===== src/rtl/pong_pkg.sv =====
// Shared constants for the Pong engine: state encoding, direction flags and
// {up,down} input bit positions.
package pong_pkg;

  localparam logic [2:0] ST_IDLE  = 3'd0;
  localparam logic [2:0] ST_SERVE = 3'd1;
  localparam logic [2:0] ST_PLAY  = 3'd2;
  localparam logic [2:0] ST_POINT = 3'd3;
  localparam logic [2:0] ST_OVER  = 3'd4;

  localparam logic DIR_POS = 1'b0;
  localparam logic DIR_NEG = 1'b1;

  localparam int unsigned UP   = 1;
  localparam int unsigned DOWN = 0;

endpackage


===== src/rtl/paddle_ctrl.sv =====
// Paddle step: moves y by SPEED on a single up or down request, clamped to
// [MIN_Y, MAX_Y]; both or neither requested holds the position.
module paddle_ctrl #(
  parameter int unsigned COORD_W = 10,
  parameter int unsigned SPEED   = 4,
  parameter int unsigned MIN_Y   = 50,
  parameter int unsigned MAX_Y   = 400
) (
  input  logic               up,
  input  logic               down,
  input  logic [COORD_W-1:0] y,
  output logic [COORD_W-1:0] next_y_c
);

  localparam int unsigned WW = COORD_W + 1;

  logic [WW-1:0] y_w;
  logic [WW-1:0] up_w;
  logic [WW-1:0] dn_w;

  // One extra bit keeps the step from wrapping before the clamp compare.
  always_comb begin
    y_w      = WW'(y);
    up_w     = y_w - WW'(SPEED);
    dn_w     = y_w + WW'(SPEED);
    next_y_c = y;
    if (up && !down) begin
      next_y_c = (y_w < WW'(MIN_Y + SPEED)) ? COORD_W'(MIN_Y) : COORD_W'(up_w);
    end else if (down && !up) begin
      next_y_c = (dn_w > WW'(MAX_Y)) ? COORD_W'(MAX_Y) : COORD_W'(dn_w);
    end
  end

endmodule


===== src/rtl/pong_engine_n.sv =====
// Parametrised Pong game engine, one game step per frame_clk edge.
// Define PONG_AUTO_PADDLE_EN to make the left paddle track the ball on its own.
module pong_engine_n
  import pong_pkg::*;
#(
  parameter int unsigned COORD_W       = 10,
  parameter int unsigned SCORE_W       = 4,
  parameter int unsigned CANVAS_TOP    = 50,
  parameter int unsigned CANVAS_BOTTOM = 450,
  parameter int unsigned CANVAS_LEFT   = 50,
  parameter int unsigned CANVAS_RIGHT  = 600,
  parameter int unsigned BALL_SIZE     = 10,
  parameter int unsigned PADDLE_OFFSET = 20,
  parameter int unsigned PADDLE_HEIGHT = 50,
  parameter int unsigned PADDLE_WIDTH  = 10,
  parameter int unsigned PADDLE_SPEED  = 4,
  parameter int unsigned BALL_SPEED    = 2,
  parameter int unsigned WIN_SCORE     = 9,
  parameter int unsigned SERVE_FRAMES  = 60
) (
  input  logic               frame_clk,
  input  logic               reset,
  input  logic               start,
  input  logic [1:0]         left_in,
  input  logic [1:0]         right_in,
  output logic [COORD_W-1:0] ball_x,
  output logic [COORD_W-1:0] ball_y,
  output logic [COORD_W-1:0] paddle_l,
  output logic [COORD_W-1:0] paddle_r,
  output logic [SCORE_W-1:0] score_l,
  output logic [SCORE_W-1:0] score_r,
  output logic [2:0]         state,
  output logic               running,
  output logic               game_over
);

  localparam int unsigned WW     = COORD_W + 1;
  localparam int unsigned CNT_W  = $clog2(SERVE_FRAMES + 1);
  localparam int unsigned CX     = (CANVAS_LEFT + CANVAS_RIGHT - BALL_SIZE) / 2;
  localparam int unsigned CY     = (CANVAS_TOP + CANVAS_BOTTOM - BALL_SIZE) / 2;
  localparam int unsigned PC     = (CANVAS_TOP + CANVAS_BOTTOM - PADDLE_HEIGHT) / 2;
  localparam int unsigned P_MAX  = CANVAS_BOTTOM - PADDLE_HEIGHT;
  localparam int unsigned FACE_R = CANVAS_RIGHT - PADDLE_OFFSET - PADDLE_WIDTH;
  localparam int unsigned FACE_L = CANVAS_LEFT + PADDLE_OFFSET + PADDLE_WIDTH;

  logic               l_up, l_down;
  logic [COORD_W-1:0] pl_step_c, pr_step_c;

`ifdef PONG_AUTO_PADDLE_EN
  localparam int unsigned L_SPEED = PADDLE_SPEED / 2;
  logic [WW-1:0] pl_mid, ball_mid;
  // Dead band of +/-2 px around the ball centre keeps the paddle from jittering.
  assign pl_mid   = WW'(paddle_l) + WW'(PADDLE_HEIGHT / 2);
  assign ball_mid = WW'(ball_y) + WW'(BALL_SIZE / 2);
  assign l_down   = (pl_mid + WW'(2)) < ball_mid;
  assign l_up     = pl_mid > (ball_mid + WW'(2));
`else
  localparam int unsigned L_SPEED = PADDLE_SPEED;
  assign l_up   = left_in[UP];
  assign l_down = left_in[DOWN];
`endif

  paddle_ctrl #(
    .COORD_W(COORD_W), .SPEED(L_SPEED), .MIN_Y(CANVAS_TOP), .MAX_Y(P_MAX)
  ) u_paddle_l (
    .up(l_up), .down(l_down), .y(paddle_l), .next_y_c(pl_step_c)
  );

  paddle_ctrl #(
    .COORD_W(COORD_W), .SPEED(PADDLE_SPEED), .MIN_Y(CANVAS_TOP), .MAX_Y(P_MAX)
  ) u_paddle_r (
    .up(right_in[UP]), .down(right_in[DOWN]), .y(paddle_r), .next_y_c(pr_step_c)
  );

  logic               dir_x, dir_y, scorer_l;
  logic [CNT_W-1:0]   serve_cnt;

  logic [2:0]         state_nxt;
  logic [COORD_W-1:0] bx_nxt, by_nxt, pl_nxt, pr_nxt;
  logic [SCORE_W-1:0] sl_nxt, sr_nxt, s_inc;
  logic               dx_nxt, dy_nxt, scorer_nxt, running_nxt, over_nxt;
  logic [CNT_W-1:0]   cnt_nxt;
  logic [WW-1:0]      bx_w, by_w, nx, ny;
  logic               ovl_l, ovl_r;

  // Next-state and datapath update for one game step.
  always_comb begin
    state_nxt  = state;
    bx_nxt     = ball_x;
    by_nxt     = ball_y;
    pl_nxt     = paddle_l;
    pr_nxt     = paddle_r;
    sl_nxt     = score_l;
    sr_nxt     = score_r;
    dx_nxt     = dir_x;
    dy_nxt     = dir_y;
    cnt_nxt    = serve_cnt;
    scorer_nxt = scorer_l;
    s_inc      = '0;

    bx_w  = WW'(ball_x);
    by_w  = WW'(ball_y);
    nx    = (dir_x == DIR_POS) ? bx_w + WW'(BALL_SPEED) : bx_w - WW'(BALL_SPEED);
    ny    = (dir_y == DIR_POS) ? by_w + WW'(BALL_SPEED) : by_w - WW'(BALL_SPEED);
    ovl_r = (by_w + WW'(BALL_SIZE) > WW'(paddle_r)) &&
            (by_w < WW'(paddle_r) + WW'(PADDLE_HEIGHT));
    ovl_l = (by_w + WW'(BALL_SIZE) > WW'(paddle_l)) &&
            (by_w < WW'(paddle_l) + WW'(PADDLE_HEIGHT));

    case (state)
      ST_IDLE: begin
        bx_nxt = COORD_W'(CX);
        by_nxt = COORD_W'(CY);
        pl_nxt = COORD_W'(PC);
        pr_nxt = COORD_W'(PC);
        if (start) begin
          sl_nxt    = '0;
          sr_nxt    = '0;
          state_nxt = ST_SERVE;
        end
      end
      ST_SERVE: begin
        if (start) begin
          pl_nxt = pl_step_c;
          pr_nxt = pr_step_c;
          if (serve_cnt == CNT_W'(SERVE_FRAMES - 1)) begin
            cnt_nxt   = '0;
            state_nxt = ST_PLAY;
          end else begin
            cnt_nxt = serve_cnt + CNT_W'(1);
          end
        end
      end
      ST_PLAY: begin
        if (start) begin
          pl_nxt = pl_step_c;
          pr_nxt = pr_step_c;
          // Vertical: walls
          if (dir_y == DIR_POS && ny + WW'(BALL_SIZE) >= WW'(CANVAS_BOTTOM)) begin
            by_nxt = COORD_W'(CANVAS_BOTTOM - BALL_SIZE);
            dy_nxt = DIR_NEG;
          end else if (dir_y == DIR_NEG && ny <= WW'(CANVAS_TOP)) begin
            by_nxt = COORD_W'(CANVAS_TOP);
            dy_nxt = DIR_POS;
          end else begin
            by_nxt = COORD_W'(ny);
          end
          // Horizontal: paddle face first, then the goal line behind it
          if (dir_x == DIR_POS) begin
            if (nx + WW'(BALL_SIZE) >= WW'(FACE_R) &&
                bx_w + WW'(BALL_SIZE) <= WW'(FACE_R) && ovl_r) begin
              bx_nxt = COORD_W'(FACE_R - BALL_SIZE);
              dx_nxt = DIR_NEG;
            end else begin
              bx_nxt = COORD_W'(nx);
              if (nx + WW'(BALL_SIZE) >= WW'(CANVAS_RIGHT)) begin
                scorer_nxt = 1'b1;
                state_nxt  = ST_POINT;
              end
            end
          end else begin
            if (nx <= WW'(FACE_L) && bx_w >= WW'(FACE_L) && ovl_l) begin
              bx_nxt = COORD_W'(FACE_L);
              dx_nxt = DIR_POS;
            end else begin
              bx_nxt = COORD_W'(nx);
              if (nx <= WW'(CANVAS_LEFT)) begin
                scorer_nxt = 1'b0;
                state_nxt  = ST_POINT;
              end
            end
          end
        end
      end
      ST_POINT: begin
        if (scorer_l) begin
          s_inc  = (score_l >= SCORE_W'(WIN_SCORE)) ? SCORE_W'(WIN_SCORE) : score_l + SCORE_W'(1);
          sl_nxt = s_inc;
        end else begin
          s_inc  = (score_r >= SCORE_W'(WIN_SCORE)) ? SCORE_W'(WIN_SCORE) : score_r + SCORE_W'(1);
          sr_nxt = s_inc;
        end
        if (s_inc == SCORE_W'(WIN_SCORE)) begin
          state_nxt = ST_OVER;
        end else begin
          state_nxt = ST_SERVE;
          bx_nxt    = COORD_W'(CX);
          by_nxt    = COORD_W'(CY);
          // Serve toward whoever just conceded.
          dx_nxt    = scorer_l ? DIR_POS : DIR_NEG;
        end
      end
      ST_OVER: begin
        if (!start) begin
          state_nxt = ST_IDLE;
          bx_nxt    = COORD_W'(CX);
          by_nxt    = COORD_W'(CY);
          pl_nxt    = COORD_W'(PC);
          pr_nxt    = COORD_W'(PC);
        end
      end
      default: state_nxt = ST_IDLE;
    endcase

    running_nxt = ((state_nxt == ST_SERVE) || (state_nxt == ST_PLAY)) && start;
    over_nxt    = (state_nxt == ST_OVER);
  end

  // State and datapath registers.
  always_ff @(posedge frame_clk or posedge reset) begin
    if (reset) begin
      state     <= ST_IDLE;
      ball_x    <= COORD_W'(CX);
      ball_y    <= COORD_W'(CY);
      paddle_l  <= COORD_W'(PC);
      paddle_r  <= COORD_W'(PC);
      score_l   <= '0;
      score_r   <= '0;
      dir_x     <= DIR_POS;
      dir_y     <= DIR_POS;
      serve_cnt <= '0;
      scorer_l  <= 1'b0;
      running   <= 1'b0;
      game_over <= 1'b0;
    end else begin
      state     <= state_nxt;
      ball_x    <= bx_nxt;
      ball_y    <= by_nxt;
      paddle_l  <= pl_nxt;
      paddle_r  <= pr_nxt;
      score_l   <= sl_nxt;
      score_r   <= sr_nxt;
      dir_x     <= dx_nxt;
      dir_y     <= dy_nxt;
      serve_cnt <= cnt_nxt;
      scorer_l  <= scorer_nxt;
      running   <= running_nxt;
      game_over <= over_nxt;
    end
  end

endmodule

===== config.mk =====
export PLATFORM = sky130hd
export DESIGN_NAME = pong_engine_n
export DESIGN_NICKNAME = d
export VERILOG_FILES = /design/src/rtl/pong_pkg.sv /design/src/rtl/paddle_ctrl.sv /design/src/rtl/pong_engine_n.sv
export SDC_FILE = /design/constraint.sdc
export NUM_CORES = 1
export LEC_CHECK = 0
export ABC_CLOCK_PERIOD_IN_PS = 3800
export BUFFER_PORTS_ARGS = -buffer_cell sky130_fd_sc_hd__buf_4
export CORE_MARGIN = 5
export CORE_UTILIZATION = 45
export DETAILED_ROUTE_END_ITERATION = 12
export GPL_TIMING_DRIVEN = 0
export PLACE_DENSITY = 0.69
export SYNTH_ARGS = -nofsm -noshare
export SYNTH_HDL_FRONTEND = slang
export SYNTH_HIERARCHICAL = 1
export SYNTH_SLANG_ARGS = --single-unit

===== constraint.sdc =====
create_clock -name frame_clk -period 3.8 [get_ports frame_clk]
set_input_delay 0.19 -clock frame_clk [delete_from_list [all_inputs] [get_ports frame_clk]]
set_output_delay 0.19 -clock frame_clk [all_outputs]
set_load 0.02 [all_outputs]

==> impl_metrics.json, run 1 <==
{
  "setup_viol": 0,
  "rsz0062_at_grt": "no",
  "vdd_drop_max_uv": 215,
  "clk_latency_ns": 0.33,
  "ys_async_sr_fraction_pct": 100,
  "max_slew_margin_pct": 45.2,
  "synth_nets": 957,
  "wl_met3_um": 756,
  "die_w_um": 134,
  "grt-ovfl-total": 0,
  "place.gp.congestion": 0.882,
  "dr.pass1.iters": 5,
  "p_per_area_nw_per_um2": 415,
  "root_buffer": "clkbuf_16",
  "max_freq_mhz": 283,
  "hold_depth": 3,
  "die_h_um": 134,
  "coreArea_um2": 15200,
  "met2_length_um": 8260,
  "clk_pin_slew_ns": 0.06,
  "hold_class": "in2reg",
  "setup_tns_ns": 0,
  "netlist_top_cells_area": "dfrtp_1, ha_1, dfstp_2",
  "dp_hpwl_um": 14400,
  "r2r_cells": 11,
  "areaGrowthSynthToFinish_pct": 14.4,
  "crit_family": "compound AO/OA/AOI/OAI gates",
  "placed_cell_area_um2": 7660,
  "critPathLaunch": "ball_y[1]",
  "synth_top_cell_area_share_pct": 16.1,
  "layout.nets": 1028,
  "drv_cap": 0,
  "clock-skew-final_ns": 0.00837,
  "syn_area_um2": 6970,
  "vias": 6732,
  "drv_slew": 0,
  "finalCriticalPeriod_ns": 3.53,
  "crit_cells": 11,
  "diodes": 0,
  "synth_area_leader_cell": "dfrtp_1",
  "outcome": "completed",
  "clk_path_buf_depth": 2,
  "antenna_found_initial": 0,
  "yosysSeqAreaShare_pct": 22.2,
  "h-tree-depth": 3,
  "drc": 0,
  "yosysWarnings": 6,
  "port_buffers": 58,
  "io_pins": 60,
  "viasPerCell": 5.93,
  "cts_sinks": 61,
  "die_area_um2": 18100,
  "cp_common_cell": "o21a_1",
  "cts_buffers": 9,
  "rr_startpoint": "ball_y[1]",
  "synth_flop_cell": "dfrtp_1",
  "grt_max_degree": 43,
  "fin_area_um2": 7980,
  "avgSynthCellArea_um2": 8.01,
  "slowest_stage": "dfrtp_1",
  "netlist_instances": 871,
  "crit_chain": "inv_1 -> ha_1 -> nor2b_1 -> o21a_1 -> o21a_1 -> o2111ai_1 -> a21oi_1 -> o31ai_1 -> nand4_1 -> or2_2 -> a32o_1",
  "cts_setup_buffers": 0,
  "m1WireLength_um": 9190,
  "hold_violations": 0,
  "max_slew.worst_pin.slew_ns": 0.819,
  "worstPathMaxFanout": 10,
  "cp_slowest_stage_delay_ns": 0.58,
  "initial_core_util_pct": 45.9,
  "detail-route-antenna-nets": 0,
  "top_layer": "met4",
  "cts_tree": "yes",
  "routed_wl_um": 18500,
  "layout-drive-gt1-share_pct": 14.8,
  "grt_pass1_wl_um": 31100,
  "cp-end-kind": "flop",
  "critPathLaunchType": "flop",
  "wire_per_inst_um": 16.3,
  "critical_path_buf_inv_count": 1,
  "fp-row-count": 45,
  "grt_use_total_pct": 20.5,
  "period_share_pct": 92.9,
  "synth_cell_types": 87,
  "ys_ff_latch": 61,
  "cp.arrival_ns": 3.74,
  "synth-edff-count": 0,
  "worstPathRequired_ns": 4.01,
  "hp-start": "start",
  "drtIter0Drc": 313,
  "leakagePower_nw": 3.49,
  "grt_pass1_vias": 6384,
  "path_class": "reg2reg"
}
==> logic make-up (layout without fill, tap and decap cells) <==
kind of cell	count (synthesis)	after routing	synth area share [%]
AO/OA/AOI/OAI	267	267	27.7
XOR/XNOR	48	48	6.03
adder cells (fa/ha/maj)	79	79	14.4
buffers and inverters	83	159	4.88
flip-flops	61	61	22.2
multiplexers	6	6	0.879
other	1	1	0.0538
AND/OR/NAND/NOR	326	326	23.9
==> registers in the layout (all words and copies together) (netlist names), 3 cells and up <==
register	count
serve_cnt	6
ball_y	10
paddle_r	10
score_r	4
state	3
ball_x	9
paddle_l	10
score_l	4
==> cells in the mapped netlist, types with 6 or more instances <==
master / count
a21o_1: 18
a21oi_1: 51
a221o_1: 6
a22o_1: 10
a31oi_1: 7
a32oi_1: 6
and2_1: 7
and3_1: 14
and4_1: 6
buf_2: 14
clkbuf_1: 15
dfrtp_1: 45
dfstp_2: 16
ha_1: 77
inv_1: 48
nand2_1: 96
nand2b_1: 10
nand3_1: 18
nand4_1: 18
nor2_1: 71
nor2b_1: 13
nor3_1: 28
nor4_1: 7
o21a_1: 13
o21ai_0: 56
o221ai_1: 10
o311ai_0: 6
xnor2_1: 33
xor2_1: 15
==> path summary, 6_finish.rpt <==
check | end | slack, ns
hold / removal | running | 0.34
setup reg to reg | ball_x[2] | 0.27
hold reg to reg | serve_cnt[4] | 0.49
min in group asynchronous | serve_cnt[2] | 0.43
setup / recovery | ball_x[2] | 0.27
max in group asynchronous | paddle_l[0] | 2.73
==> per-layer routing <==
layer	global-route usage [%]	vias up
li1	-	3385
met1	29.5	3168
met2	32.5	154
met3	2.76	25
met4	5.09	0
met5	0	-
==> final cells by class <==
type / count / area (um2)
Buffer: 35 / 160
Clock buffer: 11 / 243
Clock inverter: 5 / 58.8
Fill cell: 1502 / 7230
Inverter: 48 / 180
Multi-Input combinational cell: 727 / 5090
Sequential cell: 61 / 1550
Tap cell: 188 / 235
Timing Repair Buffer: 60 / 465
==> layout by cell type, fill, tap and decap left out, drive strengths merged, types with 6 or more instances in the layout <==
cell and instances:
a21o 18, a221o 6, o21ai 61, and2 8, clkbuf 26, buf 79
inv 49, nor4 8, nor3 30, nand3 20, ha 77, dfrtp 45
and3 14, o21a 13, nor2b 14, dfstp 16, nand2b 10, a32oi 6
o31ai 6, xor2 15, o221ai 10, a22o 10, xnor2 33, a31oi 12
o311ai 6, nor2 71, nand4 18, nand2 98, and4 6, a21oi 52
==> worst min-delay path: stages <==
cell     delay [ns]
buf_4          0.14
nor4b_1        0.14
and2_1         0.15
==> metrics by stage <==
stage / setup slack (ns) / std cells / total power, mW / hold WS (ns) / utilization (%)
floorplan: 0.629 / 871 / 2.05 / 0.457 / -
global placement: 0.299 / 1117 / 2.46 / 0.482 / 50.3
detailed placement: 0.226 / 1118 / 2.48 / 0.237 / 50.4
CTS: 0.227 / 1135 / 3.31 / 0.330 / 52.5
global route: 0.0498 / 1135 / 3.58 / 0.367 / 52.5
finish: 0.272 / 1135 / 3.31 / 0.339 / 52.5
==> power breakdown <==
group	switching (mW)	internal, mW	total (mW)
Combinational	0.891	0.647	1.54
Clock	0.299	0.526	0.825
Sequential	0.182	0.767	0.949
Total	1.37	1.94	3.31
==> timing repair <==
item,CTS,global route
gates resized for setup,0,1
hold endpoints to repair,19,0
hold buffers,1,0
setup endpoints to repair,0,2
(Power assumes the default switching activity.)
==> inputs of run 2 (changes only) <==
CELL_PAD_IN_SITES_DETAIL_PLACEMENT = 1   (was not set)
CELL_PAD_IN_SITES_GLOBAL_PLACEMENT = 2   (was not set)
CORE_UTILIZATION = 37   (was 45)
PLACE_DENSITY = 0.88   (was 0.69)
==> run 2 against run 1 <==
Critical path type unchanged; global-route usage is 0.23 points lower; sequential share of layout area fell by 0.24 points; largest cell class unchanged; maximum frequency is 1.6% lower; largest power group unchanged; final area grew 1.3%; critical endpoint is now running.
==> impl_metrics.json, run 2 (synthesis gave the netlist of run 1 again) <==
{
  "outcome": "completed",
  "grt_use_total_pct": 20.2,
  "grt-ovfl-total": 0,
  "cts_tree": "yes",
  "diodes": 0,
  "die_area_um2": 21700,
  "top_regs": "ball_y x10, paddle_l x10, paddle_r x10",
  "layout_commonest_cell": "nand2_1",
  "combPwrFrac_pct": 46.0,
  "drv_cap": 0,
  "switching_share_pct": 41.3,
  "grt_pass1_vias": 7098,
  "period_share_pct": 94.4,
  "place.gp.congestion": 0.853,
  "die_w_um": 147,
  "cts_setup_buffers": 0,
  "max_slew_margin_pct": 41.6,
  "p_per_area_nw_per_um2": 428,
  "worstPathRequired_ns": 4.01,
  "antenna_found_initial": 0,
  "cp.arrival_ns": 3.80,
  "grt_max_degree": 34,
  "worstPathMaxFanout": 8,
  "multi_input_area_um2": 5100,
  "setup_slack_ns": 0.213,
  "fillers": 2276,
  "h-tree-depth": 3,
  "p_int_mw": 2.03,
  "seqPwrFrac_pct": 27.6,
  "hold_depth": 3,
  "layout.nets": 1028,
  "r2r_cells": 12,
  "final_util_pct": 43.4,
  "dr.pass1.iters": 4,
  "hold_end": "running",
  "dp_slack_ns": 0.150,
  "setup_viol": 0,
  "port_buffers": 58,
  "max_freq_mhz": 279,
  "leakagePower_nw": 3.52,
  "root_buffer": "clkbuf_16",
  "cp-end-kind": "flop",
  "p_clk_share_pct": 26.4,
  "areaGrowthSynthToFinish_pct": 15.9,
  "clk_latency_ns": 0.33,
  "wire_per_inst_um": 18.6,
  "final_cell_mix": "nand2_1, ha_1, nor2_1",
  "hp-start": "start",
  "rr_endpoint": "running",
  "finalCriticalPeriod_ns": 3.59,
  "coreArea_um2": 18600,
  "routed_wl_um": 21900,
  "critPathLaunchType": "flop",
  "clk_pin_slew_ns": 0.05,
  "die_h_um": 147,
  "clk_path_buf_depth": 2,
  "switchingPower_mw": 1.43,
  "vias": 6875,
  "drv_slew": 0,
  "setup_tns_ns": 0,
  "hold_class": "in2reg",
  "detail-route-antenna-nets": 0,
  "path_class": "reg2reg",
  "cts_buffers": 9,
  "grt_pass1_wl_um": 36700,
  "r2r_setup_slack_ns": 0.21,
  "drc": 0,
  "initial_core_util_pct": 37.4,
  "fin_hold_ws_ns": 0.347,
  "hold_violations": 0,
  "clock-skew-final_ns": 0.00828,
  "drtIter0Drc": 264,
  "max_slew.worst_pin.slew_ns": 0.873,
  "seqCellArea_um2": 1550,
  "dp_hpwl_um": 17100,
  "fp-row-count": 50,
  "layout-drive-gt1-share_pct": 15.2,
  "viasPerCell": 5.82,
  "power.total_mw": 3.46,
  "io_pins": 60,
  "rr_startpoint": "ball_y[2]",
  "vdd_drop_max_uv": 247,
  "cts_sinks": 61
}
-- run 2: changes by cell type in the layout (fill, tap and decap cells not counted), sizes merged --
| cell | before | now |
|---|---|---|
| bufinv | 1 | 2 |
| clkinvlp | 2 | 1 |
-- run 2: power by group through the flow --
stage | clock [mW] | combinational [mW] | sequential [mW]
floorplan | 0 | 1.06 | 0.983
global placement | 0 | 1.55 | 0.963
detailed placement | 0 | 1.58 | 0.964
CTS | 0.932 | 1.60 | 0.955
global route | 0.962 | 1.79 | 0.978
finish | 0.913 | 1.59 | 0.953
-- run 2: through the flow --
stage               std cells  cell area (um2)
floorplan                 871             6970
detailed placement       1164             7720
global route             1181             8080
finish                   1181             8080
global placement         1163             7700
CTS                      1181             8070
-- run 2: how the worst max path moves through the flow --
| stage | startpoint | endpoint | slack, ns | cells after the start |
|---|---|---|---|---|
| 2_1_floorplan | ball_x[1] | ball_x[5] | 0.63 | 11 |
| 3_3_place_gp | dir_x | running | 0.19 | 11 |
| 3_5_place_dp | dir_x | running | 0.15 | 11 |
| 4_1_cts | dir_x | running | 0.13 | 11 |
| 5_1_grt | ball_x[1] | running | -0.009 | 11 |
| 6_report | ball_y[2] | running | 0.21 | 12 |
-- run 2: worst max-delay path: stages, from the launching register on --
cell and delay (ns):
dfstp_2 0.65, ha_1 0.27, o21ai_0 0.12, xnor2_1 0.31, ha_1 0.31, nor2b_1 0.13, o21ai_0 0.17, a31oi_1 0.12
o32ai_1 0.24, a211oi_1 0.14, nor4_1 0.68, nor4b_1 0.12, and2_1 0.20
-- run 2: timing repair --
item | CTS | global route
hold endpoints to repair | 18 | 0
hold buffers | 1 | 0
setup endpoints to repair | 0 | 14
gates resized for setup | 0 | 4
-- run 2: cell type report --
type / count / share of cell area (%)
inverter: 48 / 2.23
multi-input combinational: 727 / 63.1
tap: 234 / 3.62
clock inverter: 5 / 1.01
clock buffer: 11 / 3.13
buffer: 35 / 1.98
sequential: 61 / 19.2
timing repair buffer: 60 / 5.76
-- run 2: per-layer routing --
| metal | global-route usage [%] | part of all wire (%) | wire [um] | vias up |
|---|---|---|---|---|
| li1 | - | - | - | 3389 |
| met1 | 28.2 | 49 | 10700 | 3352 |
| met2 | 34.2 | 47 | 10300 | 113 |
| met3 | 2.19 | 2.9 | 636 | 21 |
| met4 | 3.73 | 0.97 | 212 | 0 |
| met5 | 0 | 0 | 0 | - |
